`config.mk`:
```
export PLATFORM = sky130hd
export DESIGN_NAME = fifo_rd_drain
export DESIGN_NICKNAME = d
export VERILOG_FILES = /design/src/rtl/fifo_rd_drain.sv
export SDC_FILE = /design/constraint.sdc
export NUM_CORES = 1
export LEC_CHECK = 0
export CAP_MARGIN = 30
export CORE_AREA = 5 5 64 66
export CTS_CLUSTER_DIAMETER = 200
export DETAILED_ROUTE_END_ITERATION = 6
export DIE_AREA = 0 0 69 71
export PLACE_DENSITY = 0.84
export SLEW_MARGIN = 40
export SYNTH_ARGS = -nofsm -noshare
export SYNTH_HDL_FRONTEND = slang
export SYNTH_SLANG_ARGS = --single-unit
```
`constraint.sdc`:
```
create_clock -name read_clk -period 3 [get_ports read_clk]
set_input_delay 0.45 -clock read_clk [delete_from_list [all_inputs] [get_ports read_clk]]
set_output_delay 0.45 -clock read_clk [all_outputs]
set_load 0.01 [all_outputs]
```
`src/rtl/fifo_rd_drain.sv`:
```
// Drains a FIFO read port (one-cycle read latency) into a valid/ready stream
// through a 2-entry skid buffer, tagging burst boundaries and counting beats.
module fifo_rd_drain #(
  parameter int DATA_W    = 8,
  parameter int BURST_LEN = 4
) (
  input  logic              read_clk,
  input  logic              reset,
  input  logic              enable,
  input  logic              empty,
  output logic              read_en,
  input  logic [DATA_W-1:0] data_out,
  output logic [DATA_W-1:0] m_data,
  output logic              m_valid,
  input  logic              m_ready,
  output logic              m_last,
  output logic [15:0]       beat_total,
  output logic              idle
);

  localparam int CNT_W = (BURST_LEN > 1) ? $clog2(BURST_LEN) : 1;
  localparam logic [CNT_W-1:0] LAST_IDX = CNT_W'(BURST_LEN - 1);

  typedef enum logic [1:0] {
    EMPTY = 2'd0,
    ONE   = 2'd1,
    TWO   = 2'd2
  } occ_e;

  occ_e              occ_q, occ_d;
  logic              inflight_q;
  logic              run_q;
  logic [DATA_W-1:0] head_q, head_d;
  logic [DATA_W-1:0] tail_q, tail_d;
  logic [CNT_W-1:0]  bcnt_q, bcnt_d;
  logic [15:0]       total_q, total_d;
  logic              last_q, last_d;
  logic              pop;
  logic [1:0]        level;

  assign m_valid    = (occ_q != EMPTY);
  assign m_data     = head_q;
  assign m_last     = last_q;
  assign beat_total = total_q;
  assign idle       = (occ_q == EMPTY) && !inflight_q;

  assign pop   = m_valid & m_ready;
  // Words owned after this edge: buffered plus the one landing now, minus the one leaving.
  assign level = 2'(occ_q) + 2'(inflight_q) - 2'(pop);

  // run_q holds reads off until the first clock edge after reset release.
  assign read_en = run_q & enable & ~empty & (level < 2'd2);

  always_comb begin
    occ_d  = occ_e'(level);
    head_d = head_q;
    tail_d = tail_q;
    case ({inflight_q, pop})
      2'b01: head_d = tail_q;
      2'b10: begin
        if (occ_q == EMPTY) head_d = data_out;
        else                tail_d = data_out;
      end
      2'b11: begin
        if (occ_q == ONE) head_d = data_out;
        else begin
          head_d = tail_q;
          tail_d = data_out;
        end
      end
      default: ;
    endcase
  end

  always_comb begin
    bcnt_d  = bcnt_q;
    total_d = total_q;
    if (pop) begin
      bcnt_d  = (bcnt_q == LAST_IDX) ? '0 : bcnt_q + 1'b1;
      total_d = total_q + 16'd1;
    end
    // m_last is registered alongside the head it describes.
    last_d = (occ_d != EMPTY) && (bcnt_d == LAST_IDX);
  end

  always_ff @(posedge read_clk or negedge reset) begin
    if (!reset) begin
      occ_q      <= EMPTY;
      inflight_q <= 1'b0;
      run_q      <= 1'b0;
      head_q     <= '0;
      tail_q     <= '0;
      bcnt_q     <= '0;
      total_q    <= '0;
      last_q     <= 1'b0;
    end else begin
      occ_q      <= occ_d;
      inflight_q <= read_en;
      run_q      <= 1'b1;
      head_q     <= head_d;
      tail_q     <= tail_d;
      bcnt_q     <= bcnt_d;
      total_q    <= total_d;
      last_q     <= last_d;
    end
  end

endmodule

```
* Word level (Yosys, flattened, before mapping)
Index checks and enable logic that the tools add are counted.
Word-level totals: register bits 39, output and inout bits 28
Cells by class: add/subtract/negate cells 4, order comparisons 1, eq/ne operators 9, multiplexer cells 8, bitwise gates (word level) 5, reduce and logical (&&, ||, !) cells 10
Operator list (count):
- $mux 8 | 4
- $pmux 8 s3 | 1
- $add 16x1->16 const B | 1
- $pmux 8 s2 | 1
- $eq 2x2->1 const B | 4
- $ne 2x2->1 const B | 3
- $reduce_bool 2->1 | 3
- $and 1x1->1 | 4
- $eq 2x1->1 const B | 2
- $mux 2 | 2
- $reduce_and 3->1 | 1
- $reduce_bool 3->1 | 1
- $add 2x1->2 | 1
- $add 2x1->2 const B | 1
- $logic_and 1x1->1 | 2
- $logic_not 2->1 | 1
- $lt 2x2->1 const B | 1
- $reduce_and 2->1 | 1
- $sub 2x1->2 | 1
- $logic_not 1->1 | 1
- $not 1->1 | 1

* Depth between registers and ports, before layout
depth in word-level cells 5, mapped depth 7

* Worst setup path after synthesis
No wires, ideal clock.
path kind flip-flop to output port, from register occ_q[0], to output read_en, arrival time 1629 ps, path slack 921 ps, stages on the path, launching flop included 8, buffers on the path 0, cell sequence dfrtp_1 -> o21a_4 -> inv_4 -> ha_1 -> inv_1 -> ha_1 -> xnor2_1 -> nor3_1
Between the ends: longest elaborated chain between the ends 5, elaborated cells on any way between the ends 6
RTL lines:
- from (decl) | RTL line 30 | occ_e occ_q, occ_d;
- from (signal assigned) | RTL line 88 | occ_q <= EMPTY;
- from (signal assigned) | RTL line 97 | occ_q <= occ_d;
- parallel branches: the longest is 2 deep, another holds $add 2x1->2
- $sub 2x1->2 * | RTL line 49 | assign level = 2'(occ_q) + 2'(inflight_q) - 2'(pop);
- named net level[1] | RTL line 39 | logic [1:0] level;
- $lt 2x2->1 * | RTL line 52 | assign read_en = run_q & enable & ~empty & (level < 2'd2);
- $and 1x1->1 * | RTL line 52
- to (decl) | RTL line 11 | output logic read_en,
Mark *: on every way through the listed nets, which the timed path passes.

* Worst setup path in the final report
from input m_ready, to output read_en
Between the ends: longest elaborated chain between the ends 4
RTL lines:
- from (decl) | RTL line 15 | input logic m_ready,
- $and 1x1->1 | RTL line 47 | assign pop = m_valid & m_ready;
- $sub 2x1->2 | RTL line 49
- named net level[1] | RTL line 39
- $lt 2x2->1 | RTL line 52
- $and 1x1->1 | RTL line 52
The timed path passes the listed nets, and every way through them passes these cells.

==> reports/metrics.csv <==
metric,value,unit
Post-Syn Instances,147,
GRT Total Usage,15.66,%
die area,4899,um^2
Worst IR Drop VDD,0.5797,mV
Async SR Flop Fraction,100.0,%
final setup vio count,0,
antenna-violating nets left,0,
"FF+latch count, synth",39,
"Distinct cells, synth",30,
cell with the most instances after synthesis,dfrtp_1,
core area,3523,um^2
initial antenna violation count,0,
leading area contributor after synthesis,dfrtp_1,
Final Util,64.24,%
worst min path class,input port to asynchronous set/reset pin,
drc violations,0,
grt peak-use layer,met2,
Reg power frac,43.9,%
final hold violations,0,
Fmax,364.0,MHz
initial cell density of the core,48.65,%
period utilisation layout,91.58,%
status,finished clean,
area grow syn2layout,32.04,%
cell area power density,863.9,nW/um^2
"top cells by count, synth","39 x dfrtp_1, 16 x nand2_1, 11 x a21oi_1, 11 x inv_1, 11 x xnor2_1",
Die X,69,um
Clk network pwr share,15.6,%
clock sink count,39,
CP Class,input port to primary output,
Buf/Inv on CP,4,
relative slew slack,52.38,%
RSZ-0062 raised after global routing,false,
die height,71,um
adder-cell share of the synthesized area,2.920,%
number of diodes,0,
Internal Dissipation,1.284,mW
crit end category,primary output,
"Cell Chain, Critical Path",clkdlybuf4s50_1 -> o21a_4 -> inv_4 -> ha_1 -> inv_1 -> ha_1 -> xnor2_1 -> nor3_1 -> dlygate4sd2_1,
Switching Share,34.35,%
final hold slack,0.04205,ns
mux contribution to synthesized area,5.255,%
DR vias,1277,
Worst Path Required,2.55,ns
# fillers,317,
clk slew on worst S/H paths,0.12,ns
global route overflow,0,
R2R cell count,6,
critical path arrival,2.30,ns
simple-gate share of the synthesized area,12.04,%
number of enable flip-flop cells after synthesis,0,
clock latency on the worst-skew pair,0.35,ns
met1 Use GR,17.56,%
Least-Margin Pin Slew,0.7143,ns
Final WS setup,0.2525,ns
"top cells by area, synth","dfrtp_1 57%, xnor2_1 5.6%, a221oi_1 4.1%",
prevailing post-synth register cell,dfrtp_1,
share of the synthesized area in the top cell type,56.93,%
Most common cell on crit path,ha_1,
CTS H-tree depth,2,
largest net degree at the start of global routing,40,
min Tclk post-route,2.748,ns
CTS tree,done,
slowest CP cell,clkdlybuf4s50_1,
"CP delay by family, top",buffers and inverters,
r2r startpoint,occ_q[0]$_DFF_PN0_,
Max Fanout on Critical Path,2,
met3 GRT Util,5.540,%
Synth Area in Compound Gates,11.09,%
Worst path depth,9,
via density per instance,5.212,
nets@finish,213,
Synth Warn #,0,
Post-DP HPWL,2655,um
hold buffer count at cts,0,
Sw Pwr,671.7,uW
Ports,41,
iteration count of the initial detailed-routing pass,4,
initial DRC count,87,
share of cells above drive strength 1,12.18,%
Worst Skew,0.01797,ns
CTS Buf Count,5,
total power,1.955,mW
Worst Setup SP,m_ready,
pre-CTS setup slack,-0.05440,ns
Syn Std Cell Area,1714,um^2
Longest Clk Path Bufs,2,
met2 Track Usage GR,25.85,%
post-CTS setup buffers,0,
largest family of logic cells by synthesized area,simple AND/OR/NAND/NOR gates,
first-pass GRT wire length,6106,um
Routed WL per cell,14.40,um
sequential element share of the synthesized area,56.93,%
CP startpoint kind,input port,
synthesized area per cell,11.66,um^2
PortBufs,40,
"Net Count, Synth",164,
# resized after CTS,1,
Max-Cap Viols,0,
final wirelength,3528,um
Gate power share,40.4,%
"Slew Viols, Final",0,
LEAKAGE,1.051,nW
vias in the first global route,1361,
CP peak stage delay,0.51,ns
Rows,22,
xor/xnor share of the synthesized area,8.175,%
root buf cell,clkbuf_4,
RD Place Congestion,0.8451,
==> cells in the final DEF, fill, tap and decap left out, types with 2 or more instances in the layout <==
cell type         n
xnor2_1          11
clkdlybuf4s50_1  38
nand3_1           4
clkbuf_8          2
dfrtp_1          39
mux2_2            6
nor3_1            4
and3_1            4
clkbuf_4          5
mux2_1            2
a221oi_1          8
xor2_1            5
nand2_1          16
ha_1              4
nand4_1           2
inv_1            11
a21oi_1          11
buf_4             5
nor2_1            4
==> layer usage <==
layer / vias to the layer above / wire length, um
met5: - / 0
met4: 0 / 97
met3: 9 / 159
met2: 34 / 1803
met1: 620 / 1467
li1: 614 / -
==> sequential cells by signal, indices dropped and copies added (netlist names) <==
name and flops:
m_data 8, beat_total 16, occ_q 2, inflight_q 1, tail_q 8, run_q 1
bcnt_q 2, m_last 1
==> worst register-to-register path, cell delays in order (launching register included) <==
cell and delay (ns):
dfrtp_1 0.50, o21a_4 0.18, inv_4 0.03, ha_1 0.20, o22ai_1 0.56, a221oi_1 0.22
a21oi_1 0.16
==> path summary, 6_finish.rpt <==
| kind | slack [ns] | end |
|---|---|---|
| hold reg to reg | 0.48 | beat_total[15]$_DFFE_PN0P_ |
| max in group asynchronous | 2.62 | inflight_q$_DFF_PN0_ |
| setup / recovery | 0.25 | read_en |
| min in group read_clk | 0.48 | beat_total[15]$_DFFE_PN0P_ |
| hold / removal | 0.04 | beat_total[8]$_DFFE_PN0P_ |
| setup reg to reg | 1.07 | m_data[1]$_DFFE_PN0P_ |
==> stage by stage <==
| stage | setup TNS, ns | instance area (um^2) | std cells |
|---|---|---|---|
| final | 0 | 2263 | 245 |
| after global routing | 0 | 2263 | 245 |
| after CTS | 0 | 2261 | 245 |
| after detailed placement | -0.05440 | 2190 | 237 |
| after global placement | 0 | 2190 | 237 |
| after floorplan | 0 | 1714 | 147 |
==> kinds of logic (layout without fill, tap and decap cells) <==
kind of cell / count (synthesis) / in the layout
multiplexers: 8 / 8
buffers and inverters: 14 / 64
other: 1 / 1
AO/OA/AOI/OAI: 26 / 26
adder cells (fa/ha/maj): 4 / 4
XOR/XNOR: 16 / 16
AND/OR/NAND/NOR: 39 / 39
flip-flops: 39 / 39
==> area by class of cell <==
class / instances / area (um^2) / share of cell area [%]
flip-flops and latches: 39 / 975.9 / 43.12
multi-input cells: 94 / 680.7 / 30.07
repair buffers: 44 / 426.7 / 18.85
clock buffers: 7 / 65.06 / 2.875
well taps: 48 / 60.06 / 2.653
inverters: 12 / 47.55 / 2.101
clock inverters: 1 / 7.507 / 0.3317
==> power by group through the flow <==
stage          Combinational (mW)  Clock (mW)  Sequential (mW)
6_report                    0.791       0.306            0.859
5_1_grt                     0.867       0.345            0.888
4_1_cts                     0.804       0.314            0.859
3_5_place_dp                0.799           0            0.870
3_3_place_gp                0.768           0            0.858
2_1_floorplan               0.373           0            0.895
Power figures use the tool's default switching activity.
